[src/rtl/bw_pkg.sv]
// Shared definitions for the Baugh-Wooley sequential multiplier: legal operand
// widths, FSM state encoding and the signed-mode correction constant.
package bw_pkg;

  localparam int N_MIN = 2;
  localparam int N_MAX = 32;

  typedef enum logic [1:0] {
    ST_IDLE = 2'd0,
    ST_CALC = 2'd1,
    ST_DONE = 2'd2
  } state_t;

  // Baugh-Wooley constant 2^n + 2^(2n-1); callers keep the low 2n bits.
  function automatic logic [2*N_MAX-1:0] bw_correction(input int n);
    logic [2*N_MAX-1:0] k;
    k            = '0;
    k[n]         = 1'b1;
    k[2*n-1]     = 1'b1;
    return k;
  endfunction

endpackage

[src/rtl/bw_pp_row.sv]
// One partial-product row a & b_j, with the Baugh-Wooley complements applied
// in signed mode (MSB on ordinary rows, all but the MSB on the last row).
module bw_pp_row #(
  parameter int N = 4
) (
  input  logic [N-1:0] i_a,
  input  logic         i_b_j,
  input  logic         i_last_row,
  input  logic         i_signed,
  output logic [N-1:0] o_row
);

  logic [N-1:0] w_and;
  logic [N-1:0] w_flip;

  assign w_and = i_a & {N{i_b_j}};

  // Bits to complement: the sign column on ordinary rows, the rest on the last.
  assign w_flip = !i_signed   ? '0 :
                  i_last_row  ? {1'b0, {(N-1){1'b1}}} :
                                {1'b1, {(N-1){1'b0}}};

  assign o_row = w_and ^ w_flip;

endmodule

[src/rtl/bw_seq_multiplier.sv]
// Sequential N x N multiplier, one partial-product row per clock, unsigned or
// two's-complement (Baugh-Wooley) per operation, valid/ready on both sides.
module bw_seq_multiplier
  import bw_pkg::*;
#(
  parameter int N              = 4,
  parameter bit SIGNED_DEFAULT = 1'b1
) (
  input  logic           clk,
  input  logic           rst_n,
  input  logic           in_valid,
  output logic           in_ready,
  input  logic [N-1:0]   a,
  input  logic [N-1:0]   b,
  input  logic           mode_sel,
  input  logic           abort,
  output logic           out_valid,
  input  logic           out_ready,
  output logic [2*N-1:0] c,
  output logic           busy
);

  if (N < N_MIN || N > N_MAX) begin : g_n_range
    $error("bw_seq_multiplier: N=%0d outside legal range %0d..%0d", N, N_MIN, N_MAX);
  end

  localparam int             CW       = $clog2(N);
  localparam logic [CW-1:0]  LAST_ROW = CW'(N - 1);
  localparam logic [2*N-1:0] ACC_INIT = (2*N)'(bw_correction(N));

  state_t         r_state;
  state_t         w_state_next;
  logic [N-1:0]   r_a;
  logic [N-1:0]   r_b;
  logic           r_signed;
  logic [CW-1:0]  r_cnt;
  logic [2*N-1:0] r_acc;

  logic           w_accept;
  logic           w_b_j;
  logic           w_last_row;
  logic [N-1:0]   w_row;
  logic [2*N-1:0] w_row_shifted;

  assign w_accept      = in_valid & in_ready;
  assign w_b_j         = r_b[r_cnt];
  assign w_last_row    = (r_cnt == LAST_ROW);
  assign w_row_shifted = {{N{1'b0}}, w_row} << r_cnt;

  bw_pp_row #(.N(N)) u_pp_row (
    .i_a        (r_a),
    .i_b_j      (w_b_j),
    .i_last_row (w_last_row),
    .i_signed   (r_signed),
    .o_row      (w_row)
  );

  // NOTE: sequential state uses non-blocking assignments so every register
  // samples pre-edge values regardless of statement order.
  always_ff @(posedge clk or negedge rst_n) begin
    if (!rst_n) r_state <= ST_IDLE;
    else        r_state <= w_state_next;
  end

  // NOTE: the default is assigned first so no branch leaves w_state_next
  // unassigned, which would otherwise infer a latch.
  always_comb begin
    w_state_next = r_state;
    unique case (r_state)
      ST_IDLE: if (in_valid)   w_state_next = ST_CALC;
      ST_CALC: if (abort)      w_state_next = ST_IDLE;
               else if (w_last_row) w_state_next = ST_DONE;
      ST_DONE: if (out_ready)  w_state_next = ST_IDLE;
      default:                 w_state_next = ST_IDLE;
    endcase
  end

  always_ff @(posedge clk or negedge rst_n) begin
    if (!rst_n) begin
      r_a      <= '0;
      r_b      <= '0;
      r_signed <= SIGNED_DEFAULT;
      r_cnt    <= '0;
      r_acc    <= '0;
    end else begin
      unique case (r_state)
        ST_IDLE: begin
          if (w_accept) begin
            r_a      <= a;
            r_b      <= b;
            r_signed <= mode_sel;
            r_cnt    <= '0;
            r_acc    <= mode_sel ? ACC_INIT : '0;
          end
        end
        ST_CALC: begin
          // An abort leaves the accumulator stale; it is never exposed on c.
          if (abort) begin
            r_cnt <= '0;
          end else begin
            r_acc <= r_acc + w_row_shifted;
            r_cnt <= r_cnt + CW'(1);
          end
        end
        default: ;
      endcase
    end
  end

  assign in_ready  = (r_state == ST_IDLE);
  assign out_valid = (r_state == ST_DONE);
  assign busy      = (r_state == ST_CALC) || (r_state == ST_DONE);
  assign c         = out_valid ? r_acc : '0;

endmodule

[config.mk]
export PLATFORM = sky130hd
export DESIGN_NAME = bw_seq_multiplier
export DESIGN_NICKNAME = d
export VERILOG_FILES = /design/src/rtl/bw_pkg.sv /design/src/rtl/bw_pp_row.sv /design/src/rtl/bw_seq_multiplier.sv
export SDC_FILE = /design/constraint.sdc
export NUM_CORES = 1
export LEC_CHECK = 0
export CAP_MARGIN = 20
export CORE_MARGIN = 1
export CORE_UTILIZATION = 34
export DETAILED_ROUTE_END_ITERATION = 7
export SLEW_MARGIN = 20
export SYNTH_ARGS = -nofsm -noshare
export SYNTH_HDL_FRONTEND = slang
export SYNTH_SLANG_ARGS = --single-unit
[constraint.sdc]
create_clock -name clk -period 3.65 [get_ports clk]
set_input_delay 0.9125 -clock clk [delete_from_list [all_inputs] [get_ports clk]]
set_output_delay 0.9125 -clock clk [all_outputs]
set_load 0.1 [all_outputs]
==> metrics.md, run 1 <==
| Metric | Value |
|---|---|
| Status | `completed` |
| Fmax | `about 330 MHz` |
| Post-layout power | `between 1.5 and 2 mW` |
| Net Count, Synth | `roughly 180` |
| Final Hold Vio Count | `0` |
| Final Util | `0.432` |
| Starting DRT DRC Count | `44` |
| Post-synthesis register bit count | `21` |
| Distinct cells, synth | `36` |
| Resize count post-CTS | `0` |
| Synth Area in Simple Gates | `0.166` |
| Dpl cells | `approximately 230` |
| XOR/XNOR Fraction of Synth Area | `0.0600` |
| R2r setup slk | `just under 0.6 ns` |
| Hold buffer count at CTS | `0` |
| Mux contribution to synthesized area | `0.0977` |
| Worst skew pair latency | `0.26 ns` |
| # Max-Cap Violations | `0` |
| Area of the multi-input gates | `around 900 um^2` |
| Logic pwr share | `0.602` |
| Switching power | `between 0.7 and 0.8 mW` |
| CP Launch Type | `flip-flop` |
| Unrepaired setup endpoints after global routing | `false` |
| CTS H-tree lvls | `1` |
| Sequential area share after synthesis | `0.361` |
| Hold slack final | `0.521 ns` |
| Net count reported at finish | `a little over 200` |
| Total Routing Usage GR | `0.159` |
| Worst r2r src | `r_cnt[1]$_DFFE_PN0P_` |
| CTS max path bufs | `2` |
| Yosys top cell area share | `0.343` |
| Tmin final | `3.07 ns` |
| IO Count | `25` |
| Sw Share | `0.483` |
| Layout cells sized above 1 | `0.151` |
| Crit path max fanout | `12` |
| DRT antenna net count | `0` |
| Adder-Cell Fraction of Synth Area | `0.108` |
| Int Pwr | `between 0.8 and 0.9 mW` |
| Root buf cell | `clkbuf_8` |
| Global-route wire length before repair | `about 5400 um` |
| Die footprint | `roughly 4600 um^2` |
| Compound-Gate Fraction of Synth Area | `0.175` |
| Asr flop ratio synth | `1.00` |
| Least-Margin Pin Slew | `0.486 ns` |
| Hold Path Stages | `2` |
| Ant diodes | `0` |
| Setup repair bufs after CTS | `0` |
| Die width | `67.5 um` |
| Clock transition at path regs | `around 0.080 ns` |
| Commonest cells post-synth | `dfrtp_1 (20), nand2_1 (17), a21oi_1 (12), o21ai_0 (12), ha_1 (11)` |
| Largest family of logic cells by synthesized area | `compound AO/OA/AOI/OAI gates` |
| Clock power frac | `0.101` |
| Place WS | `between 0.6 and 0.7 ns` |
| CTS buffer count | `3` |
| P_leak | `roughly 0.81 nW` |
| Cell taking the most area after synthesis | `dfrtp_1` |
| Rel. slew slack | `0.676` |
| Largest net degree at the start of global routing | `22` |
| CTS tree | `built` |
| Arrival time worst endpoint | `around 3.2 ns` |
| Finish-stage setup viols | `0` |
| Fin. max-slew vios | `0` |
| Ranking of synthesized cells by area | `dfrtp_1 (34%), ha_1 (9.4%), mux2_2 (7.7%)` |
| Most frequent cell after synthesis | `dfrtp_1` |
| FF/Latch Area | `approximately 530 um^2` |
| Area growth, synth to finish | `20.0%` |
| Top FF cell, synth | `dfrtp_1` |
| Fill count | `roughly 390` |
| Clock Skew | `0.00390 ns` |
| Grt ovf | `0` |
| Vias in the first global route | `approximately 1200` |
| Worst Hold Launch | `r_acc[3]$_DFFE_PN0P_` |
| Per-cell routed wire length | `14.0 um` |
| Initial antenna violation count | `0` |
| Core box area | `a little over 4000 um^2` |
| FF-to-FF End | `r_acc[4]$_DFFE_PN0P_` |
| Die Ht | `roughly 68 um` |
| PD cells | `just under 900 nW/um^2` |
| Layout Cells excl Fill | `about 230` |
| Worst setup EP type | `flip-flop` |
| Final HPWL DP | `~2500 um` |
| Mapped cell area | `1460 um^2` |
| Buffers on Ports | `24` |
| Fin Setup TNS | `0 ns` |
| Final GP Congestion | `approximately 0.88` |
| Hold Path Sink | `r_acc[3]$_DFFE_PN0P_` |
| Clock sinks | `21` |
| Vias per cell | `approximately 5.2` |
| Mapped Avg Cell Area | `roughly 9.4 um^2` |
| Period utilization | `0.841` |
| Maximum vdd drop | `between 500 and 600 uV` |
| Hold WC Path Type | `reg2reg` |
| Final instance area | `approximately 1800 um^2` |
| FF-to-FF path depth | `10` |
| DR pass1 iterations | `4` |
| Detailed Route WL | `approximately 3200 um` |
| Remaining DRCs | `0` |
| Core Rows | `23` |
| Setup ws final | `just under 0.6 ns` |
| Seq pwr share | `0.298` |
| Vias | `about 1200` |
| Placement Cell Area | `between 1500 and 2000 um^2` |
| Syn Inst Count | `between 150 and 200` |
| Number of flops mapped to enable cells by yosys | `0` |
| Worst Path Required | `around 3.8 ns` |
| Setup Crit Path Kind | `reg2reg` |
| Synth warn | `0` |
| Initial Util | `0.360` |
power groups by stage:
stage | clock, mW | combinational, mW | sequential (mW)
finish | 0.156 | 0.932 | 0.461
global route | 0.171 | 1.04 | 0.479
CTS | 0.161 | 0.936 | 0.459
detailed placement | 0 | 0.930 | 0.464
global placement | 0 | 0.909 | 0.460
floorplan | 0 | 0.790 | 0.410
cells in the final DEF (no fill, tap or decap), drive strengths merged, types with 2 or more instances in the layout:
master	n
dfrtp	20
nor2b	3
nor3	2
mux2	10
mux2i	3
nand2b	3
nand2	17
clkbuf	3
a22o	5
a21oi	12
or3	2
nor2	8
a21o	3
ha	11
o21ai	12
clkdlybuf4s50	12
xor2	6
buf	12
inv	6
nand3	2
xnor2	4
and2	8
sequential cells by signal, summed over array words and instances, names as in the netlist:
signal / cells
r_acc: 8
r_a: 4
r_b: 4
r_cnt: 2
r_state: 2
r_signed: 1
kinds of logic (layout without fill, tap and decap cells):
logic type               after synthesis  count (layout)
AO/OA/AOI/OAI                         40              40
flip-flops                            21              21
buffers and inverters                 10              34
adder cells (fa/ha/maj)               12              12
XOR/XNOR                              10              10
multiplexers                          13              13
AND/OR/NAND/NOR                       49              49
critical path: stages, from the launching register on:
cell and delay (ns):
dfrtp_1 0.59, ha_1 0.38, nand2_1 0.24, xnor2_1 0.22, nor3_1 0.06, ha_1 0.24, fa_1 0.41, a21oi_1 0.17
o21ai_0 0.12, xor2_1 0.16, a221o_1 0.34
layer usage:
layer  part of all wire  global-route usage  routed length, um  vias to the layer above
li1                   -                   -                  -                      597
met1               0.46               0.217               1450                      571
met2               0.49               0.249               1570                       25
met3              0.038              0.0220                122                        4
met4              0.014              0.0665                 45                        0
met5                  0                   0                  0                        -
worst max-delay path by stage:
stage                           startpoint              endpoint  depth (start not counted)
floorplan           r_state[0]$_DFFE_PN0P_                  c[0]                          3
global placement      r_cnt[1]$_DFFE_PN0P_  r_acc[4]$_DFFE_PN0P_                         10
detailed placement    r_cnt[1]$_DFFE_PN0P_  r_acc[4]$_DFFE_PN0P_                         10
CTS                   r_cnt[1]$_DFFE_PN0P_  r_acc[4]$_DFFE_PN0P_                         10
global route          r_cnt[1]$_DFFE_PN0P_  r_acc[4]$_DFFE_PN0P_                         10
finish                r_cnt[1]$_DFFE_PN0P_  r_acc[4]$_DFFE_PN0P_                         10
layout make-up:
type / instances / area share
repair buffers: 24 / 0.119
flip-flops and latches: 21 / 0.301
multi-input cells: 124 / 0.506
well taps: 50 / 0.0357
inverters: 6 / 0.0129
clock inverters: 1 / 0.00286
clock buffers: 3 / 0.0236
(Power assumes the default switching activity.)
==> inputs of run 2 (changes only) <==
Clock period 3.65 ns to 2.75 ns, I/O delays scaled along.
==> metrics.md, run 2 (synthesis results as in run 1) <==
| Metric | Value |
|---|---|
| Largest net degree at the start of global routing | `22` |
| DRT antenna net count | `0` |
| Remaining DRCs | `0` |
| Finish-stage setup viols | `0` |
| Arrival time worst endpoint | `between 2 and 3 ns` |
| Unrepaired setup endpoints after global routing | `true` |
| FF-to-FF path depth | `11` |
| Final GP Congestion | `around 0.93` |
| Top flop regs | `r_acc (8), r_a (4), r_b (4)` |
| Core Rows | `23` |
| Crit-path max cell delay | `about 0.42 ns` |
| Setup Crit Path Kind | `reg2reg` |
| Ant diodes | `0` |
| # Max-Cap Violations | `0` |
| Final Hold Vio Count | `0` |
| FF-to-FF End | `r_acc[7]$_DFFE_PN0P_` |
| CTS H-tree lvls | `1` |
| Commonest non-fill, non-tap cells in the layout | `dfrtp_1 (18), nand2_1 (16), clkdlybuf4s50_1 (13)` |
| Vias | `1267` |
| Grt ovf | `0` |
| Place WS | `-0.00913 ns` |
| Maximum vdd drop | `approximately 650 uV` |
| CP Launch Type | `flip-flop` |
| R2r setup slk | `between 0.1 and 0.15 ns` |
| Crit path max-delay family | `compound AO/OA/AOI/OAI gates` |
| Initial antenna violation count | `0` |
| Global-route wire length before repair | `roughly 5400 um` |
| Dpl cells | `~230` |
| Die footprint | `~4600 um^2` |
| Worst Hold Launch | `r_acc[5]$_DFFE_PN0P_` |
| Commonest non-fill, non-tap cell in the layout | `dfrtp_1` |
| CP cell instances | `mux2i_1 > nor2_1 > a22o_1 > a31o_1 > a21o_1 > ha_1 > nor2_1 > o21ai_1 > a21oi_1 > a41o_1 > a21oi_1` |
| IO Count | `25` |
| Hold slack final | `0.517 ns` |
| Clock Skew | `about 0.0014 ns` |
| Hold WC Path Type | `reg2reg` |
| Least-Margin Pin Slew | `around 0.42 ns` |
| Tmin final | `2.64 ns` |
| Fmax | `approximately 380 MHz` |
| Crit path max fanout | `5` |
| Core box area | `roughly 4100 um^2` |
| Root buf cell | `clkbuf_8` |
| Largest Register | `r_acc` |
| Worst Path Required | `between 2 and 3 ns` |
| CTS buffer count | `3` |
| Per-cell routed wire length | `14.4 um` |
| Max reg flops | `8` |
| Net count reported at finish | `approximately 210` |
| Total Routing Usage GR | `0.161` |
| Die width | `67.5 um` |
| CTS max path bufs | `2` |
| Detailed Route WL | `about 3400 um` |
| Final Util | `0.479` |
| Vias per cell | `5.37` |
| Initial Util | `0.360` |
| Layout cells sized above 1 | `0.258` |
| Clock sinks | `21` |
| P_leak | `between 0.8 and 0.9 nW` |
| Worst setup EP type | `flip-flop` |
| Area growth, synth to finish | `33.2%` |
| Rel. slew slack | `0.722` |
| Hold Path Stages | `2` |
| Buffers on Ports | `24` |
| PD cells | `1130 nW/um^2` |
| Die Ht | `~68 um` |
| Fin Setup TNS | `0 ns` |
| DR pass1 iterations | `4` |
| CP max stage cell | `dfrtp_2` |
| Fin. max-slew vios | `0` |
| Period utilization | `0.960` |
| Hold Path Sink | `r_acc[5]$_DFFE_PN0P_` |
| Final HPWL DP | `2620 um` |
| Vias in the first global route | `around 1200` |
| CTS tree | `built` |
| Worst r2r src | `r_cnt[1]$_DFFE_PN0P_` |
| Worst skew pair latency | `0.26 ns` |
| Buf/Inv on CP | `0` |
| Setup ws final | `roughly 0.11 ns` |
| Starting DRT DRC Count | `between 40 and 50` |
| Clock transition at path regs | `0.08 ns` |
| Layout Cells excl Fill | `between 200 and 250` |
| Status | `completed` |
[run 2: changes by cell type in the layout (fill, tap and decap cells not counted), moves of 2 or more]
cell	delta
and2_1	-8
and2_2	+8
buf_12	+8
dfrtp_1	-2
dfrtp_2	+2
o21ai_0	-2
[run 2: layout make-up]
class | instances | area [um^2]
inverter | 6 | 22.5
tap | 50 | 62.6
multi-input combinational | 124 | 921
fill | 369 | 2110
clock buffer | 4 | 45.0
sequential | 21 | 529
timing repair buffer | 31 | 365
[run 2: where the power goes]
part	internal, mW	leakage, nW	switching (mW)
combinational	0.591	0.591	0.806
sequential	0.456	0.259	0.141
clock	0.103	0.0228	0.105
[run 2: routing by layer]
layer / track usage / share of wire
met1: 0.207 / 0.45
met5: 0 / 0
met4: 0.0798 / 0.017
met3: 0.0220 / 0.028
met2: 0.264 / 0.51
[run 2: worst min-delay path: cells and delay by family, from the launching register on]
kind,cells,cell delay (ns)
AOI/OAI and AO/OA,1,0.06
and+or+nand+nor,1,0.05
DFF,1,0.37
[run 2: how the worst max path moves through the flow]
stage,start,depth (start not counted),slack [ns],end
after global routing,r_cnt[1]$_DFFE_PN0P_,11,-0.04,r_acc[7]$_DFFE_PN0P_
after detailed placement,r_cnt[0]$_DFFE_PN0P_,12,-0.009,r_acc[7]$_DFFE_PN0P_
final,r_cnt[1]$_DFFE_PN0P_,11,0.11,r_acc[7]$_DFFE_PN0P_
after global placement,r_cnt[0]$_DFFE_PN0P_,12,0.04,r_acc[7]$_DFFE_PN0P_
after CTS,r_cnt[0]$_DFFE_PN0P_,11,0.04,r_acc[6]$_DFFE_PN0P_
after floorplan,r_state[0]$_DFFE_PN0P_,3,0.09,c[0]
[run 2: repair_timing]
item	CTS	global route
resized for setup	2	9
buffers inserted	0	3
setup endpoints to repair	1	4
pin swaps	0	6
hold buffers	0	0
[run 2: stage by stage]
stage | area, um^2 | total power [mW]
finish | 1950 | 2.20
global route | 1950 | 2.37
CTS | 1900 | 2.11
detailed placement | 1850 | 1.89
global placement | 1850 | 1.83
floorplan | 1470 | 1.59
==> inputs of run 3 (changes only) <==
--- a/config.mk
+++ b/config.mk
@@ -9,4 +9,5 @@
 export CORE_MARGIN = 1
-export CORE_UTILIZATION = 34
+export CORE_UTILIZATION = 44
 export DETAILED_ROUTE_END_ITERATION = 7
+export PLACE_DENSITY = 0.71
 export SLEW_MARGIN = 20
==> constraint.sdc (replaced) <==
create_clock -name clk -period 2.75 [get_ports clk]
set_input_delay 0.4125 -clock clk [delete_from_list [all_inputs] [get_ports clk]]
set_output_delay 0.4125 -clock clk [all_outputs]
set_load 0.1 [all_outputs]
==> metrics.md, run 3 (synthesis results as in run 1) <==
| Metric | Value |
|---|---|
| Status | `completed` |
| Die width | `59.6 um` |
| Max reg flops | `8` |
| Die footprint | `3550 um^2` |
| Die Ht | `a little under 60 um` |
| CTS buffer count | `3` |
| CTS tree | `built` |
| Area growth, synth to finish | `27.0%` |
| Worst setup EP type | `flip-flop` |
| IO Count | `25` |
| Vias in the first global route | `roughly 1200` |
| Tmin final | `~2.6 ns` |
| Fmax | `approximately 380 MHz` |
| DR pass1 iterations | `4` |
| FF-to-FF End | `r_acc[4]$_DFFE_PN0P_` |
| Largest net degree at the start of global routing | `22` |
| Hold WC Path Type | `in2async` |
| Commonest non-fill, non-tap cell in the layout | `buf_4` |
| Clock Skew | `0.00778 ns` |
| Grt ovf | `0` |
| Commonest non-fill, non-tap cells in the layout | `buf_4 (21), dfrtp_1 (18), nand2_1 (17)` |
| Final GP Congestion | `between 0.8 and 0.9` |
| Layout cells sized above 1 | `0.243` |
| Dpl cells | `approximately 230` |
| Least-Margin Pin Slew | `0.396 ns` |
| # Max-Cap Violations | `0` |
| Hold buffer count at CTS | `0` |
| Global-route wire length before repair | `5260 um` |
| Vias | `about 1200` |
| Final instance area | `~1900 um^2` |
| Initial Util | `0.471` |
| CTS max path bufs | `2` |
| Buffers on Ports | `24` |
| Ant diodes | `0` |
| Maximum vdd drop | `between 700 and 800 uV` |
| Placement Cell Area | `1760 um^2` |
| Starting DRT DRC Count | `38` |
| DRT antenna net count | `0` |
| Core box area | `roughly 3100 um^2` |
| Crit path max fanout | `7` |
| CP Launch Type | `flip-flop` |
| Fin. max-slew vios | `0` |
| Top flop regs | `r_acc (8), r_a (4), r_b (4)` |
| Layout Cells excl Fill | `approximately 230` |
| P_leak | `0.846 nW` |
| Remaining DRCs | `0` |
| Final HPWL DP | `approximately 2400 um` |
| Worst r2r src | `r_cnt[1]$_DFFE_PN0P_` |
| PD cells | `roughly 1200 nW/um^2` |
| FF-to-FF path depth | `10` |
| CP endpoint | `r_acc[4]$_DFFE_PN0P_` |
| Worst skew pair latency | `around 0.30 ns` |
| Worst Path Required | `about 3.0 ns` |
| Clock transition at path regs | `0.12 ns` |
| Vias per cell | `5.24` |
| Detailed Route WL | `between 3000 and 4000 um` |
| Final Hold Vio Count | `0` |
| Core Rows | `20` |
| Arrival time worst endpoint | `2.81 ns` |
| Unrepaired setup endpoints after global routing | `true` |
| Total Routing Usage GR | `0.199` |
| Clock sinks | `21` |
| Root buf cell | `clkbuf_4` |
| Finish-stage setup viols | `0` |
| Setup Crit Path Kind | `reg2reg` |
| R2r setup slk | `between 0.1 and 0.15 ns` |
| Largest Register | `r_acc` |
| Initial antenna violation count | `0` |
| Per-cell routed wire length | `13.4 um` |
| Period utilization | `0.950` |
| CTS H-tree lvls | `1` |
| Net count reported at finish | `roughly 220` |
| Rel. slew slack | `0.735` |
| CP Launch Point | `r_cnt[1]$_DFFE_PN0P_` |
run 3: cell types whose count changed in the layout (fill, tap and decap cells not counted), sizes merged:
cell / before / now
buf: 18 / 21
run 3: worst max-delay path, stage by stage, from the launching register on:
cell and delay [ns]:
dfrtp_2 0.48, mux2i_2 0.26, nor2b_2 0.08, a22o_1 0.27, xor2_2 0.22, nor2_4 0.08
fa_2 0.39, a21oi_2 0.15, o21ai_0 0.10, xor2_1 0.16, a221o_1 0.33
run 3: cell type report:
type	count	area, um^2
clock buffer	4	26.3
fill	296	1250
inverter	6	22.5
multi-input combinational	124	933
sequential	21	529
tap	44	55.1
timing repair buffer	34	288
run 3: layer usage:
metal / wire, um / track usage / part of all wire
met4: 20 / 0.0598 / 0.0064
met2: 1550 / 0.337 / 0.50
met1: 1480 / 0.269 / 0.47
met3: 63 / 0.0197 / 0.020
met5: 0 / 0 / 0
run 3: metrics by stage:
stage                     worst slack (ns)  total power [mW]  hold WS, ns  utilization  TNS [ns]
after floorplan                      0.133              1.59        0.117            -         0
after global placement              0.0288              1.85        0.486        0.568         0
after detailed placement           -0.0719              1.89        0.488        0.568   -0.0897
after CTS                           0.0628              2.06        0.439        0.578         0
after global routing              -0.00507              2.34        0.463        0.598  -0.00829
final                                0.137              2.16        0.438        0.598         0
run 3: power by group:
group / internal [mW] / switching (mW)
Clock: 0.0564 / 0.0940
Combinational: 0.618 / 0.786
Sequential: 0.455 / 0.148
Total: 1.13 / 1.03
run 3: timing repair:
action	4_1_cts	5_1_grt
pin swaps	0	4
setup endpoints to repair	2	4
resized for setup	3	12
buffers inserted	0	2
run 3: worst min-delay path by stage:
stage	endpoint	from	slack (ns)	depth (start not counted)
2_1_floorplan	r_a[0]$_DFFE_PN0P_	rst_n	0.12	0
3_3_place_gp	r_acc[6]$_DFFE_PN0P_	r_acc[6]$_DFFE_PN0P_	0.49	2
3_5_place_dp	r_acc[2]$_DFFE_PN0P_	r_acc[2]$_DFFE_PN0P_	0.49	2
4_1_cts	r_state[0]$_DFFE_PN0P_	rst_n	0.44	2
5_1_grt	r_state[1]$_DFFE_PN0P_	rst_n	0.46	2
6_report	r_acc[5]$_DFFE_PN0P_	rst_n	0.44	2
